==> src/rtl/free_list.sv <==
// Physical-register free list: ring of free preg tags feeding rename, refilled by retire.
// Latency: grants and tags are combinational from head; frees become allocatable the next cycle.
// Backpressure: all-or-nothing stall when requests exceed the free count; excess frees are dropped and flagged.
module free_list #(
  parameter int NUM_PREGS = 64,
  parameter int NUM_AREGS = 32,
  parameter int DEPTH     = NUM_PREGS - NUM_AREGS,
  parameter int PREG_W    = $clog2(NUM_PREGS),
  parameter int CNT_W     = $clog2(DEPTH) + 1
) (
  input  logic              clk,
  input  logic              rstn,
  input  logic              alloc_req_0,
  input  logic              alloc_req_1,
  output logic [PREG_W-1:0] alloc_preg_0,
  output logic [PREG_W-1:0] alloc_preg_1,
  output logic              alloc_gnt,
  output logic              stall,
  input  logic              free_valid_0,
  input  logic [PREG_W-1:0] free_preg_0,
  input  logic              free_valid_1,
  input  logic [PREG_W-1:0] free_preg_1,
  output logic [CNT_W-1:0]  free_count,
  output logic              overflow_err
);

  // Ring index width; DEPTH is a power of two so pointer arithmetic wraps for free.
  localparam int IDX_W = $clog2(DEPTH);

  // State
  logic [PREG_W-1:0] ring_q [DEPTH];
  logic [PREG_W-1:0] ring_d [DEPTH];
  logic [IDX_W-1:0]  head_q, head_d;
  logic [IDX_W-1:0]  tail_q, tail_d;
  logic [CNT_W-1:0]  cnt_q, cnt_d;
  logic              ovf_q, ovf_d;

  // Allocation-side intermediates
  logic [1:0]        n_req;
  logic [CNT_W-1:0]  n_req_w;
  logic [IDX_W-1:0]  head_p1;

  // Free-side intermediates
  logic              acc_0, acc_1;
  logic              keep_0, keep_1;
  logic [CNT_W-1:0]  room;
  logic [1:0]        n_keep;
  logic [IDX_W-1:0]  tail_p1;
  logic [IDX_W-1:0]  wr1_idx;

  // Allocation decision: stall compares against the count held at the start of the cycle.
  always_comb begin
    n_req     = {1'b0, alloc_req_0} + {1'b0, alloc_req_1};
    n_req_w   = CNT_W'(n_req);
    head_p1   = head_q + IDX_W'(1);
    stall     = (n_req_w > cnt_q);
    alloc_gnt = (n_req != 2'd0) && !stall;
    alloc_preg_0 = ring_q[head_q];
    // Slot 1 takes the head tag only when it is the sole requester; otherwise
    // (including idle cycles) it previews the second tag in line.
    if (alloc_req_1 && !alloc_req_0) begin
      alloc_preg_1 = ring_q[head_q];
    end else begin
      alloc_preg_1 = ring_q[head_p1];
    end
  end

  // Free acceptance: p0 is never recycled; slot 0 wins when only one entry of room remains.
  always_comb begin
    acc_0   = free_valid_0 && (free_preg_0 != '0);
    acc_1   = free_valid_1 && (free_preg_1 != '0);
    room    = CNT_W'(DEPTH) - cnt_q;
    keep_0  = acc_0 && (room != '0);
    keep_1  = acc_1 && (keep_0 ? (room >= CNT_W'(2)) : (room != '0));
    n_keep  = {1'b0, keep_0} + {1'b0, keep_1};
    tail_p1 = tail_q + IDX_W'(1);
    wr1_idx = keep_0 ? tail_p1 : tail_q;
  end

  // Next-state: ring writes at tail, pointer advances, count and sticky overflow.
  always_comb begin
    for (int i = 0; i < DEPTH; i++) begin
      ring_d[i] = ring_q[i];
    end
    if (keep_0) begin
      ring_d[tail_q] = free_preg_0;
    end
    if (keep_1) begin
      ring_d[wr1_idx] = free_preg_1;
    end
    head_d = alloc_gnt ? (head_q + IDX_W'(n_req)) : head_q;
    tail_d = tail_q + IDX_W'(n_keep);
    cnt_d  = cnt_q - (alloc_gnt ? n_req_w : '0) + CNT_W'(n_keep);
    ovf_d  = ovf_q || (acc_0 && !keep_0) || (acc_1 && !keep_1);
  end

  // State registers; reset restores the identity mapping of the upper pregs into the ring.
  always_ff @(posedge clk or negedge rstn) begin
    if (!rstn) begin
      for (int i = 0; i < DEPTH; i++) begin
        ring_q[i] <= PREG_W'(NUM_AREGS + i);
      end
      head_q <= '0;
      tail_q <= '0;
      cnt_q  <= CNT_W'(DEPTH);
      ovf_q  <= 1'b0;
    end else begin
      for (int i = 0; i < DEPTH; i++) begin
        ring_q[i] <= ring_d[i];
      end
      head_q <= head_d;
      tail_q <= tail_d;
      cnt_q  <= cnt_d;
      ovf_q  <= ovf_d;
    end
  end

  assign free_count   = cnt_q;
  assign overflow_err = ovf_q;

endmodule

==> config.mk <==
export PLATFORM = sky130hd
export DESIGN_NAME = free_list
export DESIGN_NICKNAME = d
export VERILOG_FILES = /design/src/rtl/free_list.sv
export SDC_FILE = /design/constraint.sdc
export NUM_CORES = 1
export LEC_CHECK = 0
export ABC_AREA = 1
export CAP_MARGIN = 20
export CORE_ASPECT_RATIO = 0.6
export CORE_UTILIZATION = 30
export DETAILED_ROUTE_END_ITERATION = 10
export GPL_ROUTABILITY_DRIVEN = 0
export PLACE_DENSITY_LB_ADDON = 0.25
export SLEW_MARGIN = 30
export SYNTH_ARGS = -nofsm -noshare
export SYNTH_HDL_FRONTEND = slang
export SYNTH_SLANG_ARGS = --single-unit
export TNS_END_PERCENT = 1
==> constraint.sdc <==
create_clock -name clk -period 4.8 [get_ports clk]
set_input_delay 0.96 -clock clk [delete_from_list [all_inputs] [get_ports clk]]
set_output_delay 0.96 -clock clk [all_outputs]
set_load 0.005 [all_outputs]
==> results of run 1 <==
==> synthesized netlist by cell type, types with 3 or more instances <==
master      n
nand3_2     7
buf_1      11
nor2_4      4
nand3_1   284
nand4_1     5
xor2_1     13
dfrtp_1    96
o21bai_1   49
nor2_8      4
a211oi_1    3
o311ai_0   10
clkbuf_1  142
ha_1       26
o211ai_1   42
nor2_1     63
o21ai_0   432
and2_1      5
dfstp_2   113
a21oi_1   137
inv_1     201
nand2_1   720
buf_6       8
buf_2      35
fa_1        4
o221ai_1    6
nor3_1      3
nand2_2    22
inv_2       9
buf_4      10
==> worst max-delay path, delay by kind of cell, from the launching register on <==
kind | cells | cell delay [ns]
adders and majority gates | 1 | 0.70
AOI/OAI and AO/OA | 2 | 0.33
and+or+nand+nor | 5 | 0.61
DFF | 1 | 0.60
buffers and inverters | 2 | 0.89
==> area by class of cell <==
type / instances / area [µm²] / share of cell area
Multi-Input combinational cell: 1853 / 9140 / 0.510
Tap cell: 703 / 880 / 0.0491
Sequential cell: 209 / 5380 / 0.300
Clock buffer: 40 / 742 / 0.0414
Antenna cell: 1 / 2.50 / 0.000140
Timing Repair Buffer: 99 / 901 / 0.0503
Clock inverter: 3 / 67.6 / 0.00377
Inverter: 211 / 800 / 0.0446
==> layer usage <==
layer / vias up / global-route usage / share of wire
li1: 8015 / - / -
met1: 8235 / 0.374 / 0.47
met2: 902 / 0.330 / 0.40
met3: 109 / 0.0454 / 0.11
met4: 0 / 0.0552 / 0.023
met5: - / 0 / 0
==> power breakdown <==
part / internal (mW) / switching (mW)
Clock: 1.16 / 0.836
Combinational: 2.76 / 5.68
Sequential: 2.80 / 0.724
Total: 6.71 / 7.24
==> through the flow <==
stage	setup WS, ns	area (µm²)	total power, mW	hold WS, ns	util
after floorplan	0.863	16200	8.73	0.463	-
after global placement	0.253	17100	11.6	0.480	0.323
after detailed placement	0.227	17100	11.7	0.484	0.323
after CTS	0.174	17900	13.7	0.477	0.338
after global routing	0.00965	17900	14.9	0.468	0.338
final	0.138	17900	13.9	0.409	0.338
==> cell usage in the layout (no fill, tap or decap), types with 3 or more instances in the layout <==
| cell type | count |
|---|---|
| a211oi_1 | 3 |
| a21oi_1 | 137 |
| and2_1 | 5 |
| buf_12 | 7 |
| buf_2 | 6 |
| buf_4 | 54 |
| clkbuf_1 | 9 |
| clkbuf_16 | 25 |
| clkbuf_8 | 6 |
| clkdlybuf4s50_1 | 31 |
| dfrtp_1 | 93 |
| dfstp_2 | 113 |
| fa_1 | 4 |
| ha_1 | 25 |
| inv_1 | 196 |
| inv_2 | 12 |
| nand2_1 | 719 |
| nand2_2 | 23 |
| nand3_1 | 284 |
| nand3_2 | 7 |
| nand4_1 | 5 |
| nor2_1 | 62 |
| nor2_4 | 4 |
| nor2_8 | 4 |
| nor3_1 | 3 |
| o211ai_1 | 42 |
| o21ai_0 | 432 |
| o21bai_1 | 49 |
| o221ai_1 | 6 |
| o311ai_0 | 10 |
| xor2_1 | 12 |
==> kinds of logic after synthesis <==
| family | Yosys count |
|---|---|
| buffers and inverters | 417 |
| XOR/XNOR | 15 |
| flip-flops | 209 |
| adder cells (fa/ha/maj) | 30 |
| AND/OR/NAND/NOR | 1127 |
| AO/OA/AOI/OAI | 681 |
==> sequential cells by signal, indices dropped and copies added, names as in the netlist <==
register / flops
overflow_err: 1
ring_q: 192
tail_q: 5
free_count: 6
head_q: 5
==> worst max-delay path by stage <==
| stage | depth (start not counted) | to |
|---|---|---|
| 2_1_floorplan | 19 | free_count[5] |
| 3_3_place_gp | 20 | free_count[5] |
| 3_5_place_dp | 20 | free_count[5] |
| 4_1_cts | 10 | alloc_preg_1[0] |
| 5_1_grt | 10 | alloc_preg_1[0] |
| 6_report | 10 | alloc_preg_1[0] |
==> timing repair <==
| item | in CTS | in global routing |
|---|---|---|
| gates resized for setup | 0 | 2 |
| setup endpoints to repair | 0 | 2 |
| setup buffers | 0 | 0 |
==> flow_metrics.env, run 1 <==
export IMPL_synth_nets=2527
export IMPL_critPathSlowestCell="ha_2"
export IMPL_stdcell_count=3119
export IMPL_synth_compound_area_share=0.229
export IMPL_nNetsFinal=2446
export IMPL_core_area_mm2=0.0529
export IMPL_seq_area_frac_synth=0.331
export IMPL_start_util=0.306
export IMPL_synthXorXnorAreaFrac=0.00810
export IMPL_htreeDepth=1
export IMPL_holdCritPathClass="input pin to async pin"
export IMPL_clock_latency_ns=0.55
export IMPL_max_freq_ghz=0.215
export IMPL_rr_worst_depth=23
export IMPL_synth_area_top_cells="dfstp_2, nand2_1, dfrtp_1"
export IMPL_cp_cell_sequence="ha_2 -> inv_1 -> a21oi_1 -> o21ai_0 -> nand3_1 -> nand3_1 -> nand3_1 -> nand3_1 -> nand2_1 -> clkdlybuf4s50_1"
export IMPL_rows=65
export IMPL_vias=17300
export IMPL_fillCellCount=5681
export IMPL_grt_pass1_wl_um=100000
export IMPL_powerDensity_mw_per_mm2=779
export IMPL_endpoint_kind="output pin"
export IMPL_hold_buffers=0
export IMPL_die_width_um=302
export IMPL_cp_common_cell="nand3_1"
export IMPL_synth_top_family_by_area="simple AND/OR/NAND/NOR gates"
export IMPL_synth_async_sr_flop_share=1.00
export IMPL_vdd_ir_drop_max_uv=664
export IMPL_hold_viol_final=0
export IMPL_power_leakage_nw=7.82
export IMPL_yosys_area_share_simple=0.301
export IMPL_groute_usage_overall=0.239
export IMPL_vias_per_cell=5.53
export IMPL_yosysUniqueCellTypes=40
export IMPL_worstSetupPathType="flip-flop to output pin"
export IMPL_synthAdderAreaFrac=0.0250
export IMPL_antenna_found_initial=0
export IMPL_fin_skew_ns=0.00977
export IMPL_synth_area_mux_share=0
export IMPL_drc=0
export IMPL_hpwlAfterDp_um=43800
export IMPL_io_buffers=38
export IMPL_worstPathArrival_ns=3.70
export IMPL_clk_pin_slew_ns=0.07
export IMPL_cp_max_fo=21
export IMPL_cts_sinks=209
export IMPL_dieArea_mm2=0.0550
export IMPL_syn_cell_area_mm2=0.0162
export IMPL_r2r_start="free_count[0]"
export IMPL_initialDrtViolationCount=2324
export IMPL_finalSetupTns_ns=0
export IMPL_cts_buffer_depth=3
export IMPL_cap_violations=0
export IMPL_synth_edff_count=0
export IMPL_crit_start="head_q[0]"
export IMPL_slew_headroom=0.311
export IMPL_grt_max_degree=91
export IMPL_tightest_slew_ns=1.03
export IMPL_min_period_ns=4.66
export IMPL_final_setup_viol_count=0
export IMPL_yosysTopAreaCell="dfstp_2"
export IMPL_period_share=0.971
export IMPL_finalWirelength_um=66700
export IMPL_yosysWarnings=0
export IMPL_timing_rr_end="free_count[5]"
export IMPL_root_buffer="clkbuf_16"
export IMPL_synth_top_cell_area_share=0.183
export IMPL_synth_seq_cells=209
export IMPL_dr_pass1_iters=6
export IMPL_synthCells=2479
export IMPL_grt_setup_unrepaired="false"
export IMPL_ios=39
export IMPL_drive_above_1_share=0.116
export IMPL_die_h_um=182
export IMPL_crit_required_ns=3.84
export IMPL_ys_flop_type="dfstp_2"
export IMPL_start_kind="flip-flop"
export IMPL_overflow=0
export IMPL_cts_buffers=24
export IMPL_final_antenna_net_count=0
export IMPL_grt_pass1_vias=15600
export IMPL_tritoncts="built"
export IMPL_slowest_delay_ns=0.70
export IMPL_outcome="finished, final reports clean"
export IMPL_wl_per_cell_um=21.4
export IMPL_maxSlewViolCount=0
export IMPL_placedCellCount=3075
export IMPL_syn_to_final_growth_pct=10.5
export IMPL_rrSetupSlack_ns=0.79
export IMPL_synth_avg_cell_area_um2=6.54
No activity file was read; power rests on OpenSTA's default activity.
==> run 2, diff against run 1 <==
--- a/config.mk
+++ b/config.mk
@@ -7,7 +7,7 @@
 export LEC_CHECK = 0
 export ABC_AREA = 1
 export CAP_MARGIN = 20
-export CORE_ASPECT_RATIO = 0.6
+export CORE_ASPECT_RATIO = 1.75
 export CORE_UTILIZATION = 30
 export DETAILED_ROUTE_END_ITERATION = 10
 export GPL_ROUTABILITY_DRIVEN = 0
==> run 2 against run 1 <==
Against the previous run:
- combinational power is 0.6% lower
- critical path depth unchanged
- worst setup slack improved by 0.083 ns
- final area shrank 0.93%
- register-to-register slack better by 0.13 ns
- via count decreased by 2.5%
- clock power down 9.5%
==> flow_metrics.env, run 2 (synthesized netlist as in run 1, its figures left out) <==
export IMPL_grt_max_degree=102
export IMPL_min_period_ns=4.58
export IMPL_hold_buffers=0
export IMPL_cts_resized_gates=0
export IMPL_groute_usage_overall=0.243
export IMPL_worstSetupPathType="flip-flop to output pin"
export IMPL_dieArea_mm2=0.0550
export IMPL_start_util=0.304
export IMPL_layout_commonest_cell="nand2_1"
export IMPL_setup_slack_ns=0.222
export IMPL_cts_buffers=23
export IMPL_ios=39
export IMPL_worstPathArrival_ns=3.62
export IMPL_cts_setup_buffers=0
export IMPL_syn_to_final_growth_pct=9.47
export IMPL_final_setup_viol_count=0
export IMPL_hpwlAfterDp_um=45300
export IMPL_largest_reg_flops=192
export IMPL_dr_pass1_iters=6
export IMPL_endpoint="alloc_preg_1[0]"
export IMPL_clock_latency_ns=0.55
export IMPL_antenna_cells=0
export IMPL_p_comb_frac=0.613
export IMPL_grt_pass1_wl_um=99700
export IMPL_overflow=0
export IMPL_rows=112
export IMPL_finalWirelength_um=67200
export IMPL_cp_common_cell="nand3_1"
export IMPL_start_kind="flip-flop"
export IMPL_hold_ws_ns=0.427
export IMPL_period_share=0.954
export IMPL_seq_power_share=0.255
export IMPL_root_buffer="clkbuf_16"
export IMPL_crit_required_ns=3.84
export IMPL_drc=0
export IMPL_die_width_um=178
export IMPL_die_h_um=309
export IMPL_fin_skew_ns=0.0177
export IMPL_vias=16800
export IMPL_pwr_share_clk=0.132
export IMPL_tightest_slew_ns=1.02
export IMPL_drive_above_1_share=0.113
export IMPL_core_area_mm2=0.0534
export IMPL_vias_per_cell=5.44
export IMPL_io_buffers=38
export IMPL_regMostFlops="ring_q"
export IMPL_slowest_delay_ns=0.72
export IMPL_layout_common_cells="nand2_1, o21ai_0, nand3_1"
export IMPL_clk_pin_slew_ns=0.07
export IMPL_p_int_mw=6.52
export IMPL_timing_rr_end="free_count[5]"
export IMPL_power_mw=13.7
export IMPL_finalSetupTns_ns=0
export IMPL_antenna_found_initial=0
export IMPL_htreeDepth=1
export IMPL_final_antenna_net_count=0
export IMPL_r2r_start="free_count[1]"
export IMPL_grt_setup_unrepaired="false"
export IMPL_hold_viol_final=0
export IMPL_vdd_ir_drop_max_uv=416
export IMPL_max_freq_ghz=0.218
export IMPL_rrSetupSlack_ns=0.92
export IMPL_nNetsFinal=2444
export IMPL_place_ws_ns=0.262
export IMPL_critPathSlowestCell="ha_2"
export IMPL_outcome="finished, final reports clean"
export IMPL_wl_per_cell_um=21.7
export IMPL_tritoncts="built"
export IMPL_cp_max_fo=20
export IMPL_initialDrtViolationCount=1441
export IMPL_slew_headroom=0.315
export IMPL_holdCritPathClass="input pin to async pin"
export IMPL_grt_pass1_vias=15700
export IMPL_powerDensity_mw_per_mm2=769
export IMPL_endpoint_kind="output pin"
export IMPL_cts_sinks=209
export IMPL_cap_violations=0
export IMPL_crit_start="head_q[0]"
export IMPL_power_switching_share=0.523
export IMPL_cts_buffer_depth=3
export IMPL_power_leakage_nw=7.78
export IMPL_maxSlewViolCount=0
export IMPL_cp_cell_sequence="ha_2 -> inv_1 -> a21oi_1 -> o21ai_0 -> nand3_1 -> nand3_1 -> nand3_1 -> nand3_1 -> nand2_1 -> clkdlybuf4s50_1"
export IMPL_p_sw_mw=7.14
export IMPL_rr_worst_depth=22
==> run 2: cell types whose count changed in the layout (fill, tap and decap cells not counted), moves of 2 or more <==
| cell | delta |
|---|---|
| buf_12 | -3 |
| buf_4 | +2 |
| clkbuf_16 | -2 |
| clkbuf_8 | -2 |
| clkinv_2 | +5 |
| inv_1 | +3 |
| inv_2 | -3 |
==> run 2: power groups by stage <==
stage / Clock, mW / Sequential (mW) / Combinational (mW)
floorplan: 0 / 3.18 / 5.54
global placement: 0 / 3.46 / 8.15
detailed placement: 0 / 3.48 / 8.24
CTS: 1.84 / 3.46 / 8.27
global route: 1.89 / 3.56 / 9.17
finish: 1.80 / 3.48 / 8.38
==> run 2: stage by stage <==
step / instance area (µm²) / utilization / std cells
3_5_place_dp: 17000 / 0.319 / 3055
2_1_floorplan: 16200 / - / 2479
3_3_place_gp: 17000 / 0.319 / 3055
5_1_grt: 17700 / 0.332 / 3096
6_report: 17700 / 0.332 / 3096
4_1_cts: 17700 / 0.332 / 3096
==> run 2: how the worst min path moves through the flow <==
stage,startpoint,slack (ns),to
4_1_cts,rstn,0.48,head_q[0]
3_3_place_gp,ring_q[160],0.57,ring_q[160]
3_5_place_dp,ring_q[178],0.57,ring_q[178]
2_1_floorplan,head_q[3],0.46,head_q[3]
6_report,rstn,0.43,free_count[4]
5_1_grt,rstn,0.50,free_count[0]
==> run 2: metal layers <==
metal | wire length, µm | GRT usage | up-vias
met4 | 5540 | 0.186 | 0
met1 | 24600 | 0.270 | 7959
met2 | 33200 | 0.423 | 671
li1 | - | - | 7990
met3 | 3830 | 0.0245 | 207
met5 | 0 | 0 | -
==> run 2: final cells by class <==
| type | count | area [µm²] |
|---|---|---|
| Inverter | 211 | 800 |
| Fill cell | 5678 | 35600 |
| Clock buffer | 35 | 661 |
| Sequential cell | 209 | 5380 |
| Timing Repair Buffer | 98 | 856 |
| Multi-Input combinational cell | 1853 | 9140 |
| Tap cell | 684 | 856 |
| Clock inverter | 6 | 55.1 |
==> run 2: worst max-delay path, delay by kind of cell (launching register included) <==
kind | cells | cell delay, ns
DFF | 1 | 0.55
buffers and inverters | 2 | 0.89
AOI/OAI and AO/OA | 2 | 0.30
and+or+nand+nor | 5 | 0.59
adders and majority gates | 1 | 0.72
